===== src/rtl/hex_scan_scheduler.sv =====
// hex_scan_scheduler: time-multiplexed seven-segment scan controller.
// One hex decoder is shared by all digits. Each digit gets a blanking gap
// followed by a dwell period. New digit values are staged in a pending buffer
// and committed only at frame boundaries, or while idle.
//
//   state   | meaning
//   --------+-----------------------------------------------------------
//   S_IDLE  | scan stopped, outputs blank, pending buffer may commit
//   S_BLANK | inter-digit gap, all digits off, lasts BLANK cycles
//   S_SHOW  | digit idx lit with decoded nibble, lasts DWELL cycles
module hex_scan_scheduler #(
  parameter int NUM_DIGITS = 6,
  parameter int DWELL      = 50000,
  parameter int BLANK      = 2
) (
  input  logic                    clock,
  input  logic                    reset,
  input  logic                    enable,
  input  logic                    load_valid,
  input  logic [4*NUM_DIGITS-1:0] load_data,
  output logic                    load_ready,
  output logic [6:0]              seg,
  output logic [NUM_DIGITS-1:0]   digit_en,
  output logic                    frame_done
);

  localparam int IDX_W   = $clog2(NUM_DIGITS);
  localparam int MAX_CNT = (DWELL > BLANK) ? DWELL : BLANK;
  localparam int CNT_W   = $clog2(MAX_CNT + 1);

  localparam logic [IDX_W-1:0] LAST_IDX = IDX_W'(NUM_DIGITS - 1);
  // Down-counter reload values: the phase ends when the counter reads zero.
  localparam logic [CNT_W-1:0] DWELL_LD = CNT_W'(DWELL - 1);
  localparam logic [CNT_W-1:0] BLANK_LD = (BLANK > 0) ? CNT_W'(BLANK - 1) : '0;

  localparam logic [6:0] SEG_OFF = 7'h7F;

  typedef enum logic [1:0] {
    S_IDLE  = 2'd0,
    S_BLANK = 2'd1,
    S_SHOW  = 2'd2
  } state_t;

  state_t                  state_q, state_d;
  logic [IDX_W-1:0]        idx_q, idx_d;
  logic [CNT_W-1:0]        cnt_q, cnt_d;
  logic [4*NUM_DIGITS-1:0] display_q, display_d;
  logic [4*NUM_DIGITS-1:0] pending_q, pending_d;
  logic                    pend_full_q, pend_full_d;
  logic [6:0]              seg_q, seg_d;
  logic [NUM_DIGITS-1:0]   digit_en_q, digit_en_d;
  logic                    frame_done_q, frame_done_d;

  logic                    wrap;
  logic                    commit;
  logic                    accept;
  logic [3:0]              dec_nib;

  // The single shared decoder: active-low segments, bit 0 = segment a.
  function automatic logic [6:0] hex_decoder(input logic [3:0] hex);
    logic [6:0] s;
    case (hex)
      4'h0:    s = 7'h40;
      4'h1:    s = 7'h79;
      4'h2:    s = 7'h24;
      4'h3:    s = 7'h30;
      4'h4:    s = 7'h19;
      4'h5:    s = 7'h12;
      4'h6:    s = 7'h02;
      4'h7:    s = 7'h78;
      4'h8:    s = 7'h00;
      4'h9:    s = 7'h10;
      4'hA:    s = 7'h08;
      4'hB:    s = 7'h03;
      4'hC:    s = 7'h46;
      4'hD:    s = 7'h21;
      4'hE:    s = 7'h06;
      default: s = 7'h0E;
    endcase
    return s;
  endfunction

  // Next-state logic: scan sequencing, frame wrap, load accept and commit.
  always_comb begin
    state_d     = state_q;
    idx_d       = idx_q;
    cnt_d       = cnt_q;
    display_d   = display_q;
    pending_d   = pending_q;
    pend_full_d = pend_full_q;
    wrap        = 1'b0;
    commit      = 1'b0;
    accept      = 1'b0;

    case (state_q)
      S_IDLE: begin
        if (enable) begin
          idx_d = '0;
          if (BLANK > 0) begin
            state_d = S_BLANK;
            cnt_d   = BLANK_LD;
          end else begin
            state_d = S_SHOW;
            cnt_d   = DWELL_LD;
          end
        end
      end
      S_BLANK: begin
        if (cnt_q == '0) begin
          state_d = S_SHOW;
          cnt_d   = DWELL_LD;
        end else begin
          cnt_d = cnt_q - CNT_W'(1);
        end
      end
      S_SHOW: begin
        if (cnt_q == '0) begin
          if (idx_q == LAST_IDX) begin
            idx_d = '0;
            wrap  = 1'b1;
          end else begin
            idx_d = idx_q + IDX_W'(1);
          end
          if (BLANK > 0) begin
            state_d = S_BLANK;
            cnt_d   = BLANK_LD;
          end else begin
            state_d = S_SHOW;
            cnt_d   = DWELL_LD;
          end
        end else begin
          cnt_d = cnt_q - CNT_W'(1);
        end
      end
      default: begin
        state_d = S_IDLE;
        idx_d   = '0;
        cnt_d   = '0;
      end
    endcase

    // Dropping enable overrides everything, including a wrap on this edge.
    if (!enable) begin
      state_d = S_IDLE;
      idx_d   = '0;
      cnt_d   = '0;
      wrap    = 1'b0;
    end

    // Commit and accept are exclusive: accept needs the buffer empty,
    // commit needs it full, so a load landing on a wrap waits a frame.
    commit = pend_full_q && ((state_q == S_IDLE) || wrap);
    accept = load_valid && !pend_full_q;

    if (commit) begin
      display_d   = pending_q;
      pend_full_d = 1'b0;
    end
    if (accept) begin
      pending_d   = load_data;
      pend_full_d = 1'b1;
    end
  end

  // Selects the nibble that will be shown after this edge for the decoder.
  always_comb begin
    dec_nib = 4'h0;
    for (int i = 0; i < NUM_DIGITS; i++) begin
      if (idx_d == IDX_W'(i)) begin
        dec_nib = display_d[4*i +: 4];
      end
    end
  end

  // Registered outputs are computed from the state being entered.
  always_comb begin
    seg_d        = SEG_OFF;
    digit_en_d   = '0;
    frame_done_d = wrap;
    if (state_d == S_SHOW) begin
      seg_d = hex_decoder(dec_nib);
      for (int i = 0; i < NUM_DIGITS; i++) begin
        digit_en_d[i] = (idx_d == IDX_W'(i));
      end
    end
  end

  // State and output registers with asynchronous reset.
  always_ff @(posedge clock or posedge reset) begin
    if (reset) begin
      state_q      <= S_IDLE;
      idx_q        <= '0;
      cnt_q        <= '0;
      display_q    <= '0;
      pending_q    <= '0;
      pend_full_q  <= 1'b0;
      seg_q        <= SEG_OFF;
      digit_en_q   <= '0;
      frame_done_q <= 1'b0;
    end else begin
      state_q      <= state_d;
      idx_q        <= idx_d;
      cnt_q        <= cnt_d;
      display_q    <= display_d;
      pending_q    <= pending_d;
      pend_full_q  <= pend_full_d;
      seg_q        <= seg_d;
      digit_en_q   <= digit_en_d;
      frame_done_q <= frame_done_d;
    end
  end

  assign load_ready = ~pend_full_q;
  assign seg        = seg_q;
  assign digit_en   = digit_en_q;
  assign frame_done = frame_done_q;

endmodule

===== config.mk =====
export PLATFORM = sky130hd
export DESIGN_NAME = hex_scan_scheduler
export DESIGN_NICKNAME = d
export VERILOG_FILES = /design/src/rtl/hex_scan_scheduler.sv
export SDC_FILE = /design/constraint.sdc
export NUM_CORES = 1
export LEC_CHECK = 0
export ABC_AREA = 1
export CAP_MARGIN = 20
export CORE_AREA = 3 3 93 95
export CTS_BUF_LIST = sky130_fd_sc_hd__clkbuf_2
export CTS_CLUSTER_SIZE = 16
export DETAILED_ROUTE_END_ITERATION = 10
export DIE_AREA = 0 0 96 98
export DONT_BUFFER_PORTS = 1
export PLACE_DENSITY = 0.71
export SYNTH_ARGS = -nofsm -noshare
export SYNTH_HDL_FRONTEND = slang
export SYNTH_SLANG_ARGS = --single-unit

===== constraint.sdc =====
create_clock -name clock -period 3.25 [get_ports clock]
set_input_delay 0.975 -clock clock [delete_from_list [all_inputs] [get_ports clock]]
set_output_delay 0.975 -clock clock [all_outputs]
set_load 0.05 [all_outputs]

Word level (Yosys, flattened, before mapping)
Memory sizes are Yosys's and may differ from the RTL's.
Cells that the tools add are included.

operators by class
  bitwise logic cells = 1
  mux-type cells = 27
  eq/ne operators = 9
  add/sub/neg operators = 2
  reductions and logical operators = 8

operator list
  operator                                                               number
  16-bit 2-to-1 mux                                                      3
  16-bit case mux with 3 select lines                                    1
  24-bit 2-to-1 mux                                                      1
  4-bit 2-to-1 mux                                                       6
  16-bit zero test                                                       1
  16-bit by 1-bit subtractor with 16-bit output, second input constant   1
  3-bit equality test, second input constant                             3
  3-bit 2-to-1 mux                                                       3
  7-bit 2-to-1 mux                                                       1
  3-bit by 2-bit equality test with 1-bit output, second input constant  2
  1-bit 2-to-1 mux                                                       6
  2-bit 2-to-1 mux                                                       3
  6-bit 2-to-1 mux                                                       1
  2-bit case mux with 3 select lines                                     1
  3-bit case mux with 2 select lines                                     1
  2-bit equality test, second input constant                             2
  3-bit by 1-bit adder with 3-bit output, second input constant          1
  3-bit by 1-bit equality test with 1-bit output, second input constant  1
  3-bit zero test                                                        1
  2-bit by 1-bit equality test with 1-bit output, second input constant  1
  1-bit logical AND                                                      2
  2-bit zero test                                                        1
  2-bit nonzero test                                                     1
  1-bit zero test                                                        1
  other kinds (2)                                                        2

word-level totals
  output and inout bits = 15
  memories = 1
  input port bits = 28
  register bits = 84
  word-level logic and storage cells = 57
  ROM bits = 112

memories
  name             depth  width  read ports  clocked after memory_dff  write ports  RTL line  source
  (no name shown)  16     7      1           0                         0            62        case (hex)

Depth between registers and ports, before layout
An unclocked memory read counts as a cell.

  depth after elaboration = 16
  depth in mapped cells = 22
  gate-level depth less buffers = 22

Worst setup path after synthesis
OpenSTA, ideal clock, no wires.

  kind = input-to-reg
  start point = input port enable
  end point = register seg_q[0] (netlist: seg[0])
  data arrival time = 2.691 ns
  data required time = 3.159 ns
  library setup time = 0.091 ns
  path slack = 0.468 ns
  cell stages on the path = 17
  cells stage by stage = nand3_2 nor2_2 nand4_4 nand2_4 nand2_4 inv_2 buf_6 or2_2 o21ai_0 nor2_1 nor2_4 inv_1 ha_1 nand4_1 nand2_1 nand2_1 nand3_1

on the way
  cells in the longest elaborated chain, start to end = 12
  elaborated cells on any way between the ends = 21
  those cells by class = eq/ne (6); mux (11); reduce/logical (3); memory (1)

ends and longest elaborated chain
  item                           RTL line  source
  start, declared                18        input logic enable,
  1-bit 2-to-1 mux               143       if (!enable) begin
  1-bit logical OR               152       commit = pend_full_q && ((state_q == S_IDLE) || wrap);
  1-bit logical AND              152
  24-bit 2-to-1 mux              155       if (commit) begin
  4-bit 2-to-1 mux (6 in a row)  169       if (idx_d == IDX_W'(i)) begin
  memory 16 x 7 bit              -
  7-bit 2-to-1 mux (*)           180       if (state_d == S_SHOW) begin
  via seg_d[0]                   50        logic [6:0] seg_q, seg_d;
  end signal, assigned           207       seg_q <= seg_d;
  end, declared                  50

Mark *: on every way through the listed nets, which the timed path passes. The rest lies on a longest branch.
A chain may end at the register's enable or synchronous reset.

Worst setup path after layout
  start point = register state_q[0]
  end point = register seg_q[3] (netlist: seg[3])

on the way
  cells in the longest elaborated chain, start to end = 14
  elaborated cells on any way between the ends = 29
  those cells by class = eq/ne (8); mux (16); reduce/logical (4); memory (1)

ends and longest elaborated chain
  item                           RTL line  source
  start, declared                44        state_t state_q, state_d;
  start signal, assigned         201       state_q <= state_d;
  2-bit equality test            95        case (state_q)
  1-bit 2-to-1 mux               95
  1-bit 2-to-1 mux               143
  1-bit logical OR               152
  1-bit logical AND              152
  24-bit 2-to-1 mux              155
  4-bit 2-to-1 mux (6 in a row)  169
  memory 16 x 7 bit              -
  7-bit 2-to-1 mux (*)           180
  via seg_d[3]                   50

Marks and branches as above.

==> reports/qor.csv <==
stage,metric,value,unit
placed_design,place_area,4410,um^2
setup_path,critPathTopFamily,simple AND/OR/NAND/NOR gates,
logic_synthesis,synth_edf_count,0,
detailed_routing,drtAntennaViolNets,0,
power,power_frac_clock,0.094,
logic_synthesis,synth_area,4280,um^2
setup_path,critPathBufInv,3,
layout,final_cell_area,4510,um^2
timing,max-slew-margin-rel,0.575,
clock_tree,cts.sinks,84,
logic_synthesis,ys_types,37,
die,rows,32,
power,vdd_drop_max,574,uV
die,die_h,98,um
detailed_routing,num_vias,2933,
power,seqPwrFrac,0.364,
setup_path,end_kind,register,
clock_tree,cts_root_buf,clkbuf_2,
setup_path,slowest_stage,dfrtp_1,
layout,insertedDiodeCount,0,
timing,finalCriticalPeriod,2.88,ns
die,pin_count,43,
global_route,grt_pass1_wl,14.3,mm
die,core,7810,um^2
layout,area_delta_synth_final,5.38,%
setup_path,cp_max_fo,20,
logic_synthesis,syn_avg_cell_area,9.55,um^2
clock_tree,tritoncts,yes,
setup_path,path_cells,"inv_1, ha_2, nand3_2, nor2_2, nand4_4, nand2_4, nand2_4, inv_4, or2_2, o21ai_0, nor2_1, nor2_4, ha_1, inv_1, nand4_1, nand3_1, nand3_1",
clock_tree,cts-buffers-inserted,9,
setup_path,worstPathArrival,3.36,ns
power,total_leakage_power,2.25,nW
outcome,status,"finished, final reports clean",
setup_path,crit_type,register to register,
setup_path,required,3.73,ns
logic_synthesis,ys_seq_elements,84,
global_route,track_usage,0.192,
logic_synthesis,ys_warn_count,0,
detailed_routing,vias_per_cell,5.19,
timing,timing_hold_violations_final,0,
timing,worstMarginPinSlew,0.637,ns
logic_synthesis,ys.flop_type,dfrtp_1,
clock_tree,clk_latency,0.51,ns
power,p_per_area,1120,nW/um^2
logic_synthesis,synth_area_leaders,"dfrtp_1 45%, nand2_1 9.3%, mux2_2 6.3%",
logic_synthesis,synthCells,448,
setup_path,critical-path-max-stage-delay,0.45,ns
layout,drive_above_1_share,0.255,
timing,setup_viol,0,
timing,setup_tns,0,ns
logic_synthesis,yosysTopAreaCell,dfrtp_1,
logic_synthesis,async_flop_share,1.00,
detailed_routing,drc,0,
logic_synthesis,synth_most_common_cell,nand2_1,
global_route,overflow,0,
logic_synthesis,synth.top_cell.area_share,0.450,
detailed_routing,wirelength,8.06,mm
placed_design,hpwl,6.00,mm
detailed_routing,drt-initial-drc-count,184,
global_route,use_met2,0.288,
detailed_routing,wl_per_cell,14.3,um
global_route,first_global_vias,3018,
clock_tree,cts_max_path_buffers,2,
timing,post-route-period-util,0.887,
die,start_util,0.548,
setup_path,start_kind,register,
global_route,use_met3,0.0516,
timing,fin_worst_skew,0.0361,ns
logic_synthesis,syn_nets,487,
timing,slew_viol_final,0,
detailed_routing,dr.pass1.iters,7,
global_route,grt_max_degree,49,
placed_design,gp_congestion,0.845,
global_route,antenna_found_initial,0,
flow_run,drv_cap,0,
clock_tree,clk_pin_slew,0.24,ns
die,die_w,96,um
logic_synthesis,ys_top_cells_by_count,"106 x nand2_1, 77 x dfrtp_1, 37 x inv_1, 37 x nand3_1, 37 x nor2_1",
power,intPower,2.58,mW
global_route,busiest_layer,met2,
global_route,grt_use_met1,0.271,
worst_hold_path,hold_class,input port to asynchronous set/reset pin,
layout,fillerInstances,685,
power,p_comb_frac,0.542,
timing,max_clock_freq,347,MHz
layout,fin_nets,497,
placed_design,io_buffers,0,
die,dieArea,9410,um^2
timing,rsz0062_at_grt,false,
power,p_switching,2.46,mW
clock_tree,cts_max_level,3,
clock_tree,post_cts_buffers,0,
power,swShare,0.488,
logic_synthesis,seq_area_frac_synth,0.493,
## registers in the layout, indices dropped and copies added, names as in the netlist
name	cells
cnt_q	16
digit_en	6
display_q	24
frame_done	1
idx_q	3
pend_full_q	1
pending_q	24
seg	7
state_q	2
## power groups by stage
stage	Clock [mW]	Combinational, mW	Sequential (mW)
global route	0.544	3.12	1.90
detailed placement	0	2.73	1.87
CTS	0.488	2.75	1.85
global placement	0	2.66	1.86
floorplan	0	2.32	1.77
finish	0.472	2.73	1.84
## metrics by stage
step	util	setup WS [ns]	power [mW]	hold WS, ns	instances
3_5_place_dp	0.565	0.0977	4.61	0.454	549
4_1_cts	0.577	0.210	5.08	0.344	565
5_1_grt	0.578	0.0268	5.56	0.336	565
6_report	0.578	0.367	5.04	0.367	565
2_1_floorplan	-	0.121	4.09	0.438	448
3_3_place_gp	0.565	0.218	4.52	0.456	549
## repair_timing
item,CTS,global route
setup endpoints to repair,0,6
hold buffers,0,0
gates resized for setup,0,3
## cell type report
| cell class | instances | area (um^2) | area share |
|---|---|---|---|
| Clock buffer | 11 | 55.1 | 0.0122 |
| Sequential cell | 84 | 2110 | 0.468 |
| Clock inverter | 5 | 37.5 | 0.00832 |
| Inverter | 46 | 176 | 0.0391 |
| Multi-Input combinational cell | 312 | 1950 | 0.433 |
| Timing Repair Buffer | 5 | 50.0 | 0.0111 |
| Tap cell | 102 | 128 | 0.0283 |
## metal layers
layer / vias up / part of all wire
li1: 1456 / -
met1: 1414 / 0.48
met2: 53 / 0.47
met3: 10 / 0.041
met4: 0 / 0.016
met5: - / 0
## kinds of logic (layout without fill, tap and decap cells)
kind of cell / count (synthesis) / in the layout / synth area share
AOI/OAI and AO/OA: 22 / 22 / 0.0322
xor gates and xnor gates: 12 / 12 / 0.0246
adders and majority gates: 11 / 11 / 0.0322
buffers and inverters: 52 / 67 / 0.0512
DFF: 84 / 84 / 0.493
muxes: 24 / 24 / 0.0631
and+or+nand+nor: 243 / 243 / 0.304
## worst paths after layout
check / slack [ns] / start / depth (start not counted) / endpoint
min in group clock: 0.49 / display_q[5] / 2 / display_q[5]
max in group asynchronous: 2.16 / reset / 2 / seg[5]
max: 0.37 / state_q[0] / 17 / seg[3]
min reg2reg: 0.49 / display_q[5] / 2 / display_q[5]
max reg2reg: 0.37 / state_q[0] / 17 / seg[3]
min: 0.37 / reset / 1 / digit_en[2]
## placed cells by master (no fill, tap or decap), types with 8 or more instances in the layout
master / Yosys / final
inv_1: 37 / 36
nor2_1: 37 / 37
a21oi_1: 9 / 9
dfrtp_1: 77 / 77
mux2_2: 24 / 24
ha_1: 11 / 10
nor2_2: 11 / 11
xor2_1: 8 / 8
nand2_4: 8 / 8
nand2_1: 106 / 106
nand2_2: 12 / 12
clkbuf_2: 0 / 11
nand3_1: 37 / 37
Note: power is estimated with default switching activity, not from simulation.
